File: src/rtl/dmem_arbiter_pkg.sv
// Shared encodings for the data-memory arbiter: read-return tags and port indices.
package dmem_arbiter_pkg;

  typedef enum logic [1:0] {
    TAG_NONE = 2'd0,
    TAG_CPU  = 2'd1,
    TAG_VGA  = 2'd2
  } ret_tag_e;

  localparam logic [1:0] PORT_CPU = 2'd0;
  localparam logic [1:0] PORT_VGA = 2'd1;
  localparam logic [1:0] PORT_USR = 2'd2;

  localparam logic RR_CPU = 1'b0;
  localparam logic RR_USR = 1'b1;

endpackage

File: src/rtl/dmem_arbiter_age.sv
// Saturating wait counter: counts denied cycles of a held request and flags
// the port as aged once STARVE denials have accumulated.
module arb_age_counter #(
  parameter int unsigned STARVE = 8
) (
  input  logic clk,
  input  logic rst,
  input  logic req,
  input  logic gnt,
  output logic aged
);

  localparam logic [7:0] STARVE_C = 8'(STARVE);

  logic [7:0] count_q;
  logic [7:0] count_d;

  // Next count: clear on grant or withdrawn request, otherwise saturate upward
  always_comb begin
    count_d = count_q;
    if (!req || gnt) begin
      count_d = 8'd0;
    end else if (count_q < STARVE_C) begin
      count_d = count_q + 8'd1;
    end else begin
      count_d = count_q;
    end
  end

  // Count register
  always_ff @(posedge clk) begin
    if (rst) begin
      count_q <= 8'd0;
    end else begin
      count_q <= count_d;
    end
  end

  // Qualified by req so a stale saturated count never wins a withdrawn request.
  assign aged = req && (count_q == STARVE_C);

endmodule

File: src/rtl/dmem_arbiter.sv
// Single-port data-memory arbiter for cpu, display (vga) and user-board ports.
// Display has priority; aged cpu/usr requests override it; cpu/usr share round-robin.
module dmem_arbiter
  import dmem_arbiter_pkg::*;
#(
  parameter int unsigned WIDTH  = 16,
  parameter int unsigned AWIDTH = 16,
  parameter int unsigned STARVE = 8
) (
  input  logic              clk,
  input  logic              rst,
  input  logic              cpu_req,
  input  logic              cpu_we,
  input  logic [AWIDTH-1:0] cpu_addr,
  input  logic [WIDTH-1:0]  cpu_wdata,
  output logic              cpu_gnt,
  output logic              cpu_rvalid,
  output logic [WIDTH-1:0]  cpu_rdata,
  input  logic              vga_req,
  input  logic [AWIDTH-1:0] vga_addr,
  output logic              vga_gnt,
  output logic              vga_rvalid,
  output logic [WIDTH-1:0]  vga_rdata,
  input  logic              usr_req,
  input  logic [AWIDTH-1:0] usr_addr,
  input  logic [WIDTH-1:0]  usr_wdata,
  output logic              usr_gnt,
  output logic              mem_we,
  output logic [AWIDTH-1:0] mem_addr,
  output logic [WIDTH-1:0]  mem_wdata,
  input  logic [WIDTH-1:0]  mem_rdata
);

  logic     rr_q, rr_d;
  ret_tag_e tag_q, tag_d;
  logic     cpu_aged, usr_aged;
  logic     sel_vld;
  logic [1:0] sel_port;

  arb_age_counter #(.STARVE(STARVE)) u_cpu_age (
    .clk(clk), .rst(rst), .req(cpu_req), .gnt(cpu_gnt), .aged(cpu_aged)
  );

  arb_age_counter #(.STARVE(STARVE)) u_usr_age (
    .clk(clk), .rst(rst), .req(usr_req), .gnt(usr_gnt), .aged(usr_aged)
  );

  // Winner selection in priority order: aged cpu/usr, vga, round-robin cpu/usr
  always_comb begin
    sel_vld  = 1'b0;
    sel_port = PORT_CPU;
    if (rst) begin
      sel_vld = 1'b0;
    end else if (cpu_aged && usr_aged) begin
      sel_vld  = 1'b1;
      sel_port = (rr_q == RR_USR) ? PORT_USR : PORT_CPU;
    end else if (cpu_aged) begin
      sel_vld  = 1'b1;
      sel_port = PORT_CPU;
    end else if (usr_aged) begin
      sel_vld  = 1'b1;
      sel_port = PORT_USR;
    end else if (vga_req) begin
      sel_vld  = 1'b1;
      sel_port = PORT_VGA;
    end else if (cpu_req && usr_req) begin
      sel_vld  = 1'b1;
      sel_port = (rr_q == RR_USR) ? PORT_USR : PORT_CPU;
    end else if (cpu_req) begin
      sel_vld  = 1'b1;
      sel_port = PORT_CPU;
    end else if (usr_req) begin
      sel_vld  = 1'b1;
      sel_port = PORT_USR;
    end else begin
      sel_vld = 1'b0;
    end
  end

  // Grant decode, memory mux and next-state for rr pointer and return tag
  always_comb begin
    cpu_gnt   = 1'b0;
    vga_gnt   = 1'b0;
    usr_gnt   = 1'b0;
    mem_we    = 1'b0;
    mem_addr  = '0;
    mem_wdata = '0;
    rr_d      = rr_q;
    tag_d     = TAG_NONE;
    if (sel_vld) begin
      case (sel_port)
        PORT_CPU: begin
          cpu_gnt   = 1'b1;
          mem_we    = cpu_we;
          mem_addr  = cpu_addr;
          mem_wdata = cpu_wdata;
          rr_d      = RR_USR;
          tag_d     = cpu_we ? TAG_NONE : TAG_CPU;
        end
        PORT_VGA: begin
          vga_gnt  = 1'b1;
          mem_addr = vga_addr;
          tag_d    = TAG_VGA;
        end
        PORT_USR: begin
          usr_gnt   = 1'b1;
          mem_we    = 1'b1;
          mem_addr  = usr_addr;
          mem_wdata = usr_wdata;
          rr_d      = RR_CPU;
        end
        default: begin
          tag_d = TAG_NONE;
        end
      endcase
    end else begin
      tag_d = TAG_NONE;
    end
  end

  // Arbitration state registers
  always_ff @(posedge clk) begin
    if (rst) begin
      rr_q  <= RR_CPU;
      tag_q <= TAG_NONE;
    end else begin
      rr_q  <= rr_d;
      tag_q <= tag_d;
    end
  end

  // A reset landing in the return cycle drops the pending read data.
  assign cpu_rvalid = (tag_q == TAG_CPU) && !rst;
  assign vga_rvalid = (tag_q == TAG_VGA) && !rst;
  assign cpu_rdata  = mem_rdata;
  assign vga_rdata  = mem_rdata;

endmodule

File: config.mk
export PLATFORM = sky130hd
export DESIGN_NAME = dmem_arbiter
export DESIGN_NICKNAME = d
export VERILOG_FILES = /design/src/rtl/dmem_arbiter_pkg.sv /design/src/rtl/dmem_arbiter_age.sv /design/src/rtl/dmem_arbiter.sv
export SDC_FILE = /design/constraint.sdc
export NUM_CORES = 1
export LEC_CHECK = 0
export BUFFER_PORTS_ARGS = -buffer_cell sky130_fd_sc_hd__buf_2
export CORE_MARGIN = 3
export CORE_UTILIZATION = 35
export DETAILED_ROUTE_END_ITERATION = 8
export PLACE_DENSITY_LB_ADDON = 0.1
export RECOVER_POWER = 50
export SLEW_MARGIN = 20
export SYNTH_ARGS = -nofsm -noshare
export SYNTH_HDL_FRONTEND = slang
export SYNTH_SLANG_ARGS = --single-unit
File: constraint.sdc
create_clock -name clk -period 5.01 [get_ports clk]
set_clock_uncertainty 0.15 [all_clocks]
set_input_delay 0.501 -clock clk [delete_from_list [all_inputs] [get_ports clk]]
set_output_delay 0.501 -clock clk [all_outputs]
set_load 0.01 [all_outputs]
Yosys cells after proc, flatten, opt, wreduce, memory -nomap -nowiden
Index checks and enable logic that the tools add are counted.

operators by class
  magnitude comparators = 2
  bitwise operators = 1
  muxes and demuxes = 32
  eq/ne operators = 6
  reductions and logical operators = 17
  add/subtract/negate cells = 2

operators by type and width
  cell                                                                   number
  16-bit case mux with 3 select lines                                    1
  16-bit two-way mux                                                     2
  16-bit case mux with 2 select lines                                    1
  2-bit two-way mux                                                      9
  8-bit by 1-bit adder with 8-bit output, second input constant          2
  8-bit by 4-bit equality test with 1-bit output, second input constant  2
  8-bit by 4-bit < comparator with 1-bit output, second input constant   2
  1-bit two-way mux                                                      16
  1-bit logical AND                                                      6
  2-bit OR reduction                                                     3
  2-bit by 1-bit equality test with 1-bit output, second input constant  2
  2-bit equality test, second input constant                             2
  1-bit case mux with 2 select lines                                     2
  2-bit case mux with 2 select lines                                     1
  1-bit logical NOT                                                      3
  2-bit logical NOT                                                      1
  1-bit logical OR                                                       2
  2-bit AND reduction                                                    1
  2-bit nonzero test                                                     1
  1-bit NOT                                                              1

word-level totals
  logic and storage cells = 64
  output and inout bits = 70
  input bits = 102
  register bits = 19

Logic depth before layout (Yosys ltp)
Gate-level depths: netlist (run 1).

  depth in word-level cells = 13
  gate-level depth with buffers = 9
  gate-level depth less buffers = 8

Hierarchy
A second synthesis (run 1) with hierarchy kept.

unflattened totals
  cells, all modules = 270
  area total of the unflattened synthesis = 2107.0 um2

by module, submodules not included
  module           cells an instance  instances  area an instance (um2)  seq. area each (um2)
  dmem_arbiter     202                1          1426.4                  60.1
  arb_age_counter  34                 2          340.3                   160.2

Worst setup path after synthesis (run 1)
OpenSTA, ideal clock, no wires.

  path type = register to output
  from = reg u_usr_age.count_q[0]
  to = out mem_addr[10]
  arrival time = 1.969 ns
  buffers on the path = 1
  path slack = 2.390 ns
  stages on the path, launching flop included = 9
  data required time = 4.359 ns
  cell sequence = dfxtp_1 > inv_1 > ha_1 > and4b_1 > nand2_1 > nor4b_4 > clkbuf_1 > a222oi_1 > nor2_1

on the way
  cells in the longest elaborated chain, start to end = 9
  elaborated cells on any way between the ends = 16
  classes of those cells = eq/ne: 3; mux: 10; reduce/logical: 3

ends and longest elaborated chain
  element                                             line                    source
  start, declared                                     dmem_arbiter_age.sv:15  logic [7:0] count_q;
  start signal, assigned                              dmem_arbiter_age.sv:35  count_q <= count_d;
  8-bit by 4-bit equality test with 1-bit output (*)  dmem_arbiter_age.sv:40  assign aged = req && (count_q == STARVE_C);
  1-bit logical AND (*)                               dmem_arbiter_age.sv:40
  2-bit two-way mux                                   dmem_arbiter.sv:60      end else if (usr_aged) begin
  2-bit two-way mux                                   dmem_arbiter.sv:57      end else if (cpu_aged) begin
  2-bit two-way mux                                   dmem_arbiter.sv:54      end else if (cpu_aged && usr_aged) begin
  2-bit two-way mux                                   dmem_arbiter.sv:52      if (rst) begin
  2-bit equality test (tied with other cells)         dmem_arbiter.sv:91      case (sel_port)
  16-bit case mux with 3 select lines                 dmem_arbiter.sv:91
  16-bit two-way mux (*)                              dmem_arbiter.sv:90      if (sel_vld) begin
  end, declared                                       dmem_arbiter.sv:29      output logic [AWIDTH-1:0] mem_addr,

Mark *: on every way between the ends. The rest lies on a longest branch, timed or not.

Final worst setup path (run 1)
  from = reg u_usr_age.count_q[0]
  to = out mem_wdata[12]

on the way
  cells in the longest elaborated chain, start to end = 9
  elaborated cells on any way between the ends = 15
  classes of those cells = eq/ne: 2; mux: 10; reduce/logical: 3

ends and longest elaborated chain
  element                                                   line                    source
  8-bit by 4-bit equality test with 1-bit output (*)        dmem_arbiter_age.sv:40
  1-bit logical AND (*)                                     dmem_arbiter_age.sv:40
  2-bit two-way mux                                         dmem_arbiter.sv:60
  2-bit two-way mux                                         dmem_arbiter.sv:57
  2-bit two-way mux                                         dmem_arbiter.sv:54
  2-bit two-way mux                                         dmem_arbiter.sv:52
  2-bit equality test or 2-bit logical NOT (tied branches)  dmem_arbiter.sv:91
  16-bit case mux with 2 select lines                       dmem_arbiter.sv:91
  16-bit two-way mux (*)                                    dmem_arbiter.sv:90
  end, declared                                             dmem_arbiter.sv:30      output logic [WIDTH-1:0] mem_wdata,

Marks and branches as above.

==> impl_metrics.tcl, run 1 <==
set metrics [dict create \
    status "completed" \
    drive_gt1_share_pct 48.7 \
    placementRows 23 \
    cts_sinks 19 \
    min_period_over_period_pct 77.1 \
    clk_path_buf_depth 2 \
    num_vias 1732 \
    end_kind "output pin" \
    path_max_fanout 21 \
    vdd_drop_max_mv 0.100 \
    total_power_mw 0.384 \
    ys_ff_latch 19 \
    syn_to_final_growth_pct 24.9 \
    finalCriticalPeriod_ns 3.86 \
    regArea_um2 380 \
    syn_inst 181 \
    place_ws_ns 1.99 \
    hold_buffers 0 \
    grt_max_degree 38 \
    drc 0 \
    synth.yosys.warnings 0 \
    rsz0062_at_grt "no" \
    fmax_mhz 259 \
    arrival_ns 3.21 \
    grt_antenna_before_repair 0 \
    post-dp-hpwl_um 4620 \
    place_congestion 0.777 \
    worst_slew_pin_slew_ns 0.847 \
    async_flop_share_pct 0 \
    n_fill_cell 447 \
    grt_pass1_wl_um 8310 \
    cts_resized 0 \
    total_leakage_power_nw 1.04 \
    syn_area_per_cell_um2 8.62 \
    cp-start-kind "flop" \
    clkTransAtPathRegs_ns 0.07 \
    hold_viol 0 \
    io_pins 172 \
    pwr-share-clk_pct 27.6 \
    tns_ns 0 \
    multi_input_area_um2 810 \
    ys.flop_type "dfxtp_1" \
    netlist_area_mm2 0.00156 \
    path_cells "inv_1, ha_1, and4b_1, nand2_1, nor4b_1, clkbuf_1, or3_1, clkinv_2, a22o_1, buf_2" \
    initial_core_util_pct 37.7 \
    finalWorstSetupSlack_ns 1.15 \
    setup_viol 0 \
    worst_path_max_delay_cell "clkbuf_1" \
    layout_common_cells "buf_2, nor2_1, dfxtp_1, a222oi_1, a22o_1" \
    grt_pass1_vias 1626 \
    core_area_mm2 0.00414 \
    insertion_delay_ns 0.25 \
    yosysTopAreaCellShare_pct 24.4 \
    yosysTopAreaCell "dfxtp_1" \
    wl_per_cell_um 18.1 \
    ys_top_cells_by_area "dfxtp_1, buf_4, a222oi_1" \
    vias_per_cell 5.46 \
    grt_use_total_pct 20.4 \
    numPortBuffers 123 \
    antenna_cells 0 \
    tritoncts "yes" \
    synth-seq-area-share_pct 24.4 \
    hold_path.class "input pin to flop" \
    cpPeakStageDelay_ns 0.67 \
    drt_iter0_drc 134 \
    seqPwrFrac_pct 40.9 \
    clock-root-buffer "clkbuf_8" \
    synth_nets 287 \
    cap_viol_max_count 0 \
    cts_buffers 3 \
    die_y_um 72.8 \
    swShare_pct 29.8 \
    slew_violations 0 \
    p_int_mw 0.269 \
    synth_edf_count 0 \
    drt_wl_total_um 5730 \
    combPwrFrac_pct 31.5 \
    first_pass_iters 7 \
    postRouteAntennaNets 0 \
    fin_nets 374 \
    synth_cell_types 43 \
    die_area_mm2 0.00529 \
    switching_power_mw 0.114 \
    post-cts-setup-buffers 0 \
    max_slew_margin_pct 43.5 \
    final_common_cell "buf_2" \
    p_per_area_mw_per_mm2 197 \
    grt_overflow_total 0 \
    htreeDepth 1 \
    critPathRequiredTime_ns 4.36 \
    crit_type "flop to output pin" \
    die_w_um 72.8 \
]
[stage by stage]
| step | instance area, um^2 | cells | hold slack [ns] | utilization, % |
|---|---|---|---|---|
| floorplan | 1560 | 181 | 0.303 | - |
| global placement | 1950 | 313 | 0.328 | 47.2 |
| detailed placement | 1950 | 313 | 0.323 | 47.2 |
| CTS | 2000 | 317 | 0.267 | 48.2 |
| global route | 1950 | 317 | 0.268 | 47.0 |
| finish | 1950 | 317 | 0.276 | 47.0 |
[critical path, delay by kind of cell (launching register included)]
| kind | cells | cell delay (ns) |
|---|---|---|
| AOI/OAI and AO/OA | 1 | 0.27 |
| adders and majority gates | 1 | 0.19 |
| buffers and inverters | 4 | 1.15 |
| DFF | 1 | 0.40 |
| and+or+nand+nor | 4 | 0.91 |
[Yosys cell counts, types with 2 or more instances]
cell,number
dfxtp_1,19
and2_1,4
buf_6,3
a22o_1,16
clkbuf_1,2
xnor2_1,2
buf_2,5
nand2_1,4
and3_1,4
buf_4,32
nor3b_1,3
a222oi_1,16
o21a_1,2
nor2_1,25
ha_1,4
inv_1,6
nand3_1,2
nor3_1,6
xor2_1,2
[registers in the layout (all words and copies together) (netlist names)]
name / cells
u_cpu_age.count_q: 8
u_usr_age.count_q: 8
tag_q: 2
rr_q: 1
[power groups by stage]
stage | combinational (mW) | sequential, mW | clock [mW]
4_1_cts | 0.124 | 0.157 | 0.110
3_3_place_gp | 0.123 | 0.161 | 0
2_1_floorplan | 0.0895 | 0.160 | 0
5_1_grt | 0.132 | 0.158 | 0.119
3_5_place_dp | 0.124 | 0.161 | 0
6_report | 0.121 | 0.157 | 0.106
[final cells by class]
cell class,instances,share of cell area [%]
Multi-Input combinational cell,112,41.5
Timing Repair Buffer,125,32.0
Tap cell,50,3.21
Clock buffer,4,2.31
Sequential cell,19,19.5
Inverter,7,1.41
[worst paths after layout]
check                                           from              endpoint  slack [ns]  cells after the start
worst max-delay path            u_usr_age.count_q[0]         mem_wdata[12]        1.15                     10
worst min-delay path                          cpu_we              tag_q[0]        0.28                      2
worst max register to register  u_usr_age.count_q[0]  u_cpu_age.count_q[1]        1.98                      9
worst min register to register  u_cpu_age.count_q[4]  u_cpu_age.count_q[4]        0.34                      1
[routing by layer]
| layer | GRT usage, % | wire length [um] | vias up |
|---|---|---|---|
| met5 | 0 | 0 | - |
| met4 | 3.07 | 30 | 0 |
| met3 | 6.61 | 461 | 7 |
| met2 | 37.0 | 3140 | 93 |
| met1 | 23.7 | 2100 | 809 |
| li1 | - | - | 823 |
[cells by family after synthesis]
family / Yosys count / share of synthesized area (%)
XOR/XNOR: 4 / 2.25
multiplexers: 1 / 0.642
buffers and inverters: 50 / 21.7
AND/OR/NAND/NOR: 60 / 22.9
flip-flops: 19 / 24.4
adder cells (fa/ha/maj): 4 / 3.21
AO/OA/AOI/OAI: 43 / 25.0
(Power assumes the default switching activity.)
==> run 2: changes to the inputs <==
ABC_AREA = 1   (was unset)
clock period = 3.6 ns   (was 5.01 ns; I/O delays follow)
==> run 2 against run 1 <==
Net effect: final area rose by 17%; worst hold slack got worse by 0.15 ns; synthesized cell count rose by 70%; clock power rose by 40%; die area rose by 17%; synthesized area rose by 19%; global-route usage fell by 3.9 points; sequential power rose by 38%; sequential share of layout area fell by 2.8 points; sequential cell count did not move; largest power group unchanged; highest routed layer unchanged.
==> impl_metrics.tcl, run 2 <==
set metrics [dict create \
    fmax_mhz 316 \
    grt_use_total_pct 16.5 \
    first_pass_iters 4 \
    die_y_um 78.8 \
    total_power_mw 0.543 \
    crit_type "flop to output pin" \
    postRouteAntennaNets 0 \
    io_pins 172 \
    cts_resized 0 \
    insertion_delay_ns 0.26 \
    worst_path_max_delay_cell "a21oi_4" \
    initial_core_util_pct 37.7 \
    end_kind "output pin" \
    cp-start-kind "flop" \
    layout_common_cells "buf_2, nand2_1, inv_1, nand3_1, nor2_1" \
    p_per_area_mw_per_mm2 238 \
    netlist_area_mm2 0.00185 \
    cts_buffers 3 \
    yosysTopAreaCell "dfxtp_1" \
    finalCriticalPeriod_ns 3.17 \
    die_area_mm2 0.00620 \
    ys_top_cells_by_count "nand2_1, inv_1, nand3_1" \
    slew_violations 0 \
    synth_nets 413 \
    r2r_slack_ns 1.12 \
    wl_per_cell_um 12.0 \
    ys.flop_type "dfxtp_1" \
    synth.yosys.warnings 0 \
    cts_sinks 19 \
    place_congestion 0.802 \
    worst_slew_pin_slew_ns 0.655 \
    final_cells 458 \
    fin_nets 498 \
    n_fill_cell 530 \
    vias_per_cell 4.74 \
    drt_wl_total_um 5520 \
    r2r-end "u_usr_age.count_q[1]" \
    tns_ns 0 \
    cap_viol_max_count 0 \
    yosysMostFrequentCell "nand2_1" \
    grt_pass1_wl_um 8480 \
    clock-root-buffer "clkbuf_8" \
    grt_max_degree 21 \
    r2r_start "u_usr_age.count_q[0]" \
    cpPeakStageDelay_ns 0.41 \
    grt_overflow_total 0 \
    syn_to_final_growth_pct 23.0 \
    path_max_fanout 20 \
    ys_top_cells_by_area "dfxtp_1, nand2_1, buf_4" \
    post-dp-hpwl_um 4460 \
    syn_inst 307 \
    fin_util_pct 46.4 \
    syn_area_per_cell_um2 6.04 \
    hold_path.class "input pin to flop" \
    vdd_drop_max_mv 0.132 \
    tritoncts "yes" \
    die_w_um 78.8 \
    hold_viol 0 \
    post-cts-setup-buffers 0 \
    crit_path_end "mem_wdata[6]" \
    grt_antenna_before_repair 0 \
    arrival_ns 2.66 \
    final_common_cell "buf_2" \
    synth_cell_types 25 \
    setup_viol 0 \
    drc 0 \
    drive_gt1_share_pct 35.3 \
    async_flop_share_pct 0 \
    numPortBuffers 123 \
    timing.hold.ws_ns 0.124 \
    top_regs "u_cpu_age.count_q (8), u_usr_age.count_q (8), tag_q (2)" \
    status "completed" \
    drt_iter0_drc 104 \
    multi_input_area_um2 961 \
    crit_path_frequent_cell "nand2_1" \
    place_inst 454 \
    critPathRequiredTime_ns 3.09 \
    hp-start "cpu_we" \
    grt_pass1_vias 1854 \
    path_cells "inv_1, ha_1, nand2_1, nor2_1, nand2_4, a21oi_4, nand2_2, nand3_2, inv_2, nand2_1, nand2_1, buf_2" \
    hold_buffers 0 \
    htreeDepth 1 \
    placementRows 25 \
    num_vias 2170 \
    crit_start "u_usr_age.count_q[0]" \
    rsz0062_at_grt "no" \
    clkTransAtPathRegs_ns 0.07 \
    synth-seq-area-share_pct 20.5 \
    regArea_um2 380 \
    max_slew_margin_pct 56.3 \
    total_leakage_power_nw 1.32 \
    antenna_cells 0 \
    synth_edf_count 0 \
    yosysTopAreaCellShare_pct 20.5 \
    ys_ff_latch 19 \
    r2r.worst_path.cells 9 \
    clk_path_buf_depth 2 \
    min_period_over_period_pct 88.0 \
    core_area_mm2 0.00491 \
]
[run 2: cell count changes in the layout (fill, tap and decap cells not counted), sizes merged, moves of 5 or more]
cell	delta
a22o	-16
nor3	-5
a222oi	-16
a21oi	+18
nand2	+77
nand4	+17
inv	+41
nand3	+41
[run 2: metal layers]
metal | part of all wire (%) | vias to the layer above | GRT usage [%] | wire length (um)
li1 | - | 1105 | - | -
met1 | 42 | 913 | 21.0 | 2310
met2 | 45 | 137 | 27.0 | 2480
met3 | 11 | 15 | 5.10 | 624
met4 | 2.0 | 0 | 4.20 | 108
met5 | 0 | - | 0 | 0
[run 2: worst max-delay path, delay by kind of cell (launching register included)]
kind                       cells  cell delay (ns)
adders and majority gates      1             0.14
AOI/OAI and AO/OA              1             0.41
and+or+nand+nor                7             1.16
DFF                            1             0.33
buffers and inverters          3             0.36
[run 2: cell type report]
type	instances	share of cell area, %
inverter	48	8.12
clock buffer	3	1.81
tap	67	3.68
timing repair buffer	125	27.3
clock inverter	1	0.220
multi-input combinational	195	42.2
sequential	19	16.7
[run 2: cells by family (layout without fill, tap and decap cells)]
family                     count (synthesis)  count (layout)  share of synthesized area (%)
and+or+nand+nor                          165             165                           40.6
DFF                                       19              19                           20.5
buffers and inverters                     93             177                           27.5
xor gates and xnor gates                   3               3                           1.42
adders and majority gates                  4               4                           2.70
AOI/OAI and AO/OA                         23              23                           7.29
[run 2: worst min path at each step]
stage,end,slack (ns),cells past startpoint
3_5_place_dp,u_usr_age.count_q[7],0.27,2
5_1_grt,tag_q[0],0.12,2
2_1_floorplan,u_usr_age.count_q[7],0.26,2
6_report,tag_q[0],0.12,2
4_1_cts,tag_q[0],0.12,2
3_3_place_gp,u_usr_age.count_q[7],0.26,2
[run 2: metrics by stage]
stage | setup WS (ns) | area, um^2
after floorplan | 1.50 | 1850
after global placement | 0.816 | 2240
after detailed placement | 0.741 | 2240
after CTS | 0.456 | 2290
after global routing | 0.133 | 2280
final | 0.432 | 2280
[run 2: power by group]
part           total (mW)  internal, mW  switching, mW
clock               0.148        0.0769         0.0715
combinational       0.178        0.0798         0.0977
sequential          0.217         0.214        0.00284
==> run 3: changes to the inputs <==
SYNTH_HIERARCHICAL = 1   (was unset)
==> run 3 against run 2 <==
Net effect: clock power about the same; setup slack got worse by 0.0017 ns; first-iteration DRC count decreased by 23%; power increased by 1.4%; combinational power increased by 4%; cell count increased by 1.7%; utilization decreased by 1.1 points; register-to-register slack got worse by 0.32 ns.
==> impl_metrics.tcl, run 3 <==
set metrics [dict create \
    end_kind "output pin" \
    path_max_fanout 22 \
    cp-start-kind "flop" \
    syn_area_per_cell_um2 6.17 \
    total_leakage_power_nw 1.35 \
    tritoncts "yes" \
    io_pins 172 \
    max_slew_margin_pct 66.0 \
    ys_top_cells_by_count "nand2_1, inv_1, nand3_1" \
    tns_ns 0 \
    wl_per_cell_um 10.8 \
    async_flop_share_pct 0 \
    initial_core_util_pct 36.9 \
    drt_iter0_drc 80 \
    grt_overflow_total 0 \
    arrival_ns 2.66 \
    core_area_mm2 0.00517 \
    cts_sinks 19 \
    fmax_mhz 315 \
    min_to "tag_q[0]" \
    ys_ff_latch 19 \
    r2r-end "u_cpu_age/count_q[3]" \
    status "completed" \
    clock-root-buffer "clkbuf_8" \
    top_regs "u_cpu_age/count_q (8), u_usr_age/count_q (8), tag_q (2)" \
    grt_pass1_vias 1737 \
    synth_nets 415 \
    netlist_area_mm2 0.00191 \
    finalCriticalPeriod_ns 3.17 \
    ys_top_cells_by_area "dfxtp_1, nand2_1, buf_4" \
    grt_max_degree 23 \
    htreeDepth 1 \
    cts_resized 0 \
    path_buf_inv 3 \
    slew_violations 0 \
    clkTransAtPathRegs_ns 0.07 \
    crit_type "flop to output pin" \
    r2r.worst_path.cells 12 \
    die_area_mm2 0.00637 \
    post-cts-setup-buffers 0 \
    cpPeakStageDelay_ns 0.42 \
    post-dp-hpwl_um 3980 \
    hold_path.class "input pin to flop" \
    syn_inst 309 \
    grt_antenna_before_repair 0 \
    synth_edf_count 0 \
    worst_path_max_delay_cell "nor4_1" \
    die_w_um 79.8 \
    r2r_start "u_cpu_age/count_q[0]" \
    min_period_over_period_pct 88.0 \
    r2r_slack_ns 0.80 \
    hold_buffers 0 \
    drc 0 \
    placementRows 26 \
    layout_common_cells "buf_2, nand2_1, inv_1, nand3_1" \
    synth-seq-area-share_pct 19.9 \
    final_common_cell "buf_2" \
    path_cells "inv_1, ha_1, nand2_1, nor4_1, nor2_1, nor2_1, nor2_8, nand2_8, inv_4, nor2_8, nand2_1, nand2_1, buf_2" \
    total_power_mw 0.551 \
    num_vias 2023 \
    cts_buffers 3 \
    grt_pass1_wl_um 7920 \
    vias_per_cell 4.34 \
    p_per_area_mw_per_mm2 235 \
    fin_nets 503 \
    hold_viol 0 \
    clk_path_buf_depth 2 \
    hold_depth 2 \
    setup_viol 0 \
    worst_slew_pin_slew_ns 0.509 \
    drive_gt1_share_pct 38.1 \
    ys.flop_type "dfxtp_1" \
    synth_cell_types 26 \
    syn_to_final_growth_pct 23.0 \
    postRouteAntennaNets 0 \
    place_congestion 0.783 \
    critPathRequiredTime_ns 3.09 \
    first_pass_iters 4 \
    cap_viol_max_count 0 \
    yosysMostFrequentCell "nand2_1" \
    insertion_delay_ns 0.25 \
    yosysTopAreaCellShare_pct 19.9 \
    numPortBuffers 123 \
    synth.yosys.warnings 6 \
    drt_wl_total_um 5020 \
    crit_path_frequent_cell "nand2_1" \
    hp-start "cpu_we" \
    rsz0062_at_grt "no" \
    die_y_um 79.8 \
    grt_use_total_pct 15.4 \
    vdd_drop_max_mv 0.122 \
    yosysTopAreaCell "dfxtp_1" \
    crit_family "simple AND/OR/NAND/NOR gates" \
    antenna_cells 0 \
]
-- run 3: changes by cell type after synthesis, moves of 4 or more --
cell and delta:
nand4_1 -17, nand2_1 +11, nand2_2 +10, a21oi_1 +4
clkbuf_1 -4, nand3_1 -4
-- run 3: how the worst max path moves through the flow --
stage / startpoint / end / slack (ns) / cells after the start
global route: u_cpu_age/count_q[0] / mem_wdata[5] / 0.1 / 13
finish: u_cpu_age/count_q[0] / mem_wdata[1] / 0.43 / 13
CTS: u_cpu_age/count_q[0] / mem_wdata[1] / 0.40 / 13
floorplan: u_usr_age/count_q[0] / mem_addr[5] / 0.95 / 11
global placement: u_cpu_age/count_q[0] / mem_wdata[15] / 0.81 / 13
detailed placement: u_cpu_age/count_q[0] / mem_wdata[1] / 0.73 / 13
-- run 3: layout make-up --
class,instances,area [um^2]
clock inverter,1,5.00
sequential,19,380
tap,70,87.6
inverter,42,160
fill,537,2830
clock buffer,3,41.3
timing repair buffer,124,621
multi-input combinational,207,1050
-- run 3: per-layer routing --
metal | GRT usage, % | up-vias | part of all wire [%]
li1 | - | 1095 | -
met1 | 19.0 | 851 | 40
met2 | 26.8 | 69 | 53
met3 | 1.69 | 8 | 5.2
met4 | 6.42 | 0 | 1.4
met5 | 0 | - | 0
-- run 3: power breakdown --
| part | leakage (nW) | switching (mW) | total [mW] | internal [mW] |
|---|---|---|---|---|
| Combinational | 1.17 | 0.104 | 0.186 | 0.0821 |
| Clock | 0.0255 | 0.0704 | 0.147 | 0.0769 |
| Sequential | 0.154 | 0.00286 | 0.217 | 0.214 |
| Total | 1.35 | 0.177 | 0.551 | 0.373 |
-- run 3: cells by family after synthesis --
family / after synthesis / share of synthesized area, %
AND/OR/NAND/NOR: 177 / 44.9
buffers and inverters: 83 / 24.9
AO/OA/AOI/OAI: 24 / 6.63
flip-flops: 19 / 19.9
adder cells (fa/ha/maj): 4 / 2.62
XOR/XNOR: 2 / 0.919
-- run 3: metrics by stage --
| stage | hold slack (ns) | std cells | area, um^2 | util (%) | worst slack [ns] |
|---|---|---|---|---|---|
| after floorplan | 0.270 | 309 | 1910 | - | 0.948 |
| after CTS | 0.113 | 466 | 2350 | 45.4 | 0.404 |
| after global placement | 0.277 | 462 | 2300 | 44.5 | 0.814 |
| after global routing | 0.117 | 466 | 2350 | 45.4 | 0.0967 |
| after detailed placement | 0.281 | 462 | 2300 | 44.5 | 0.725 |
| final | 0.130 | 466 | 2350 | 45.4 | 0.430 |
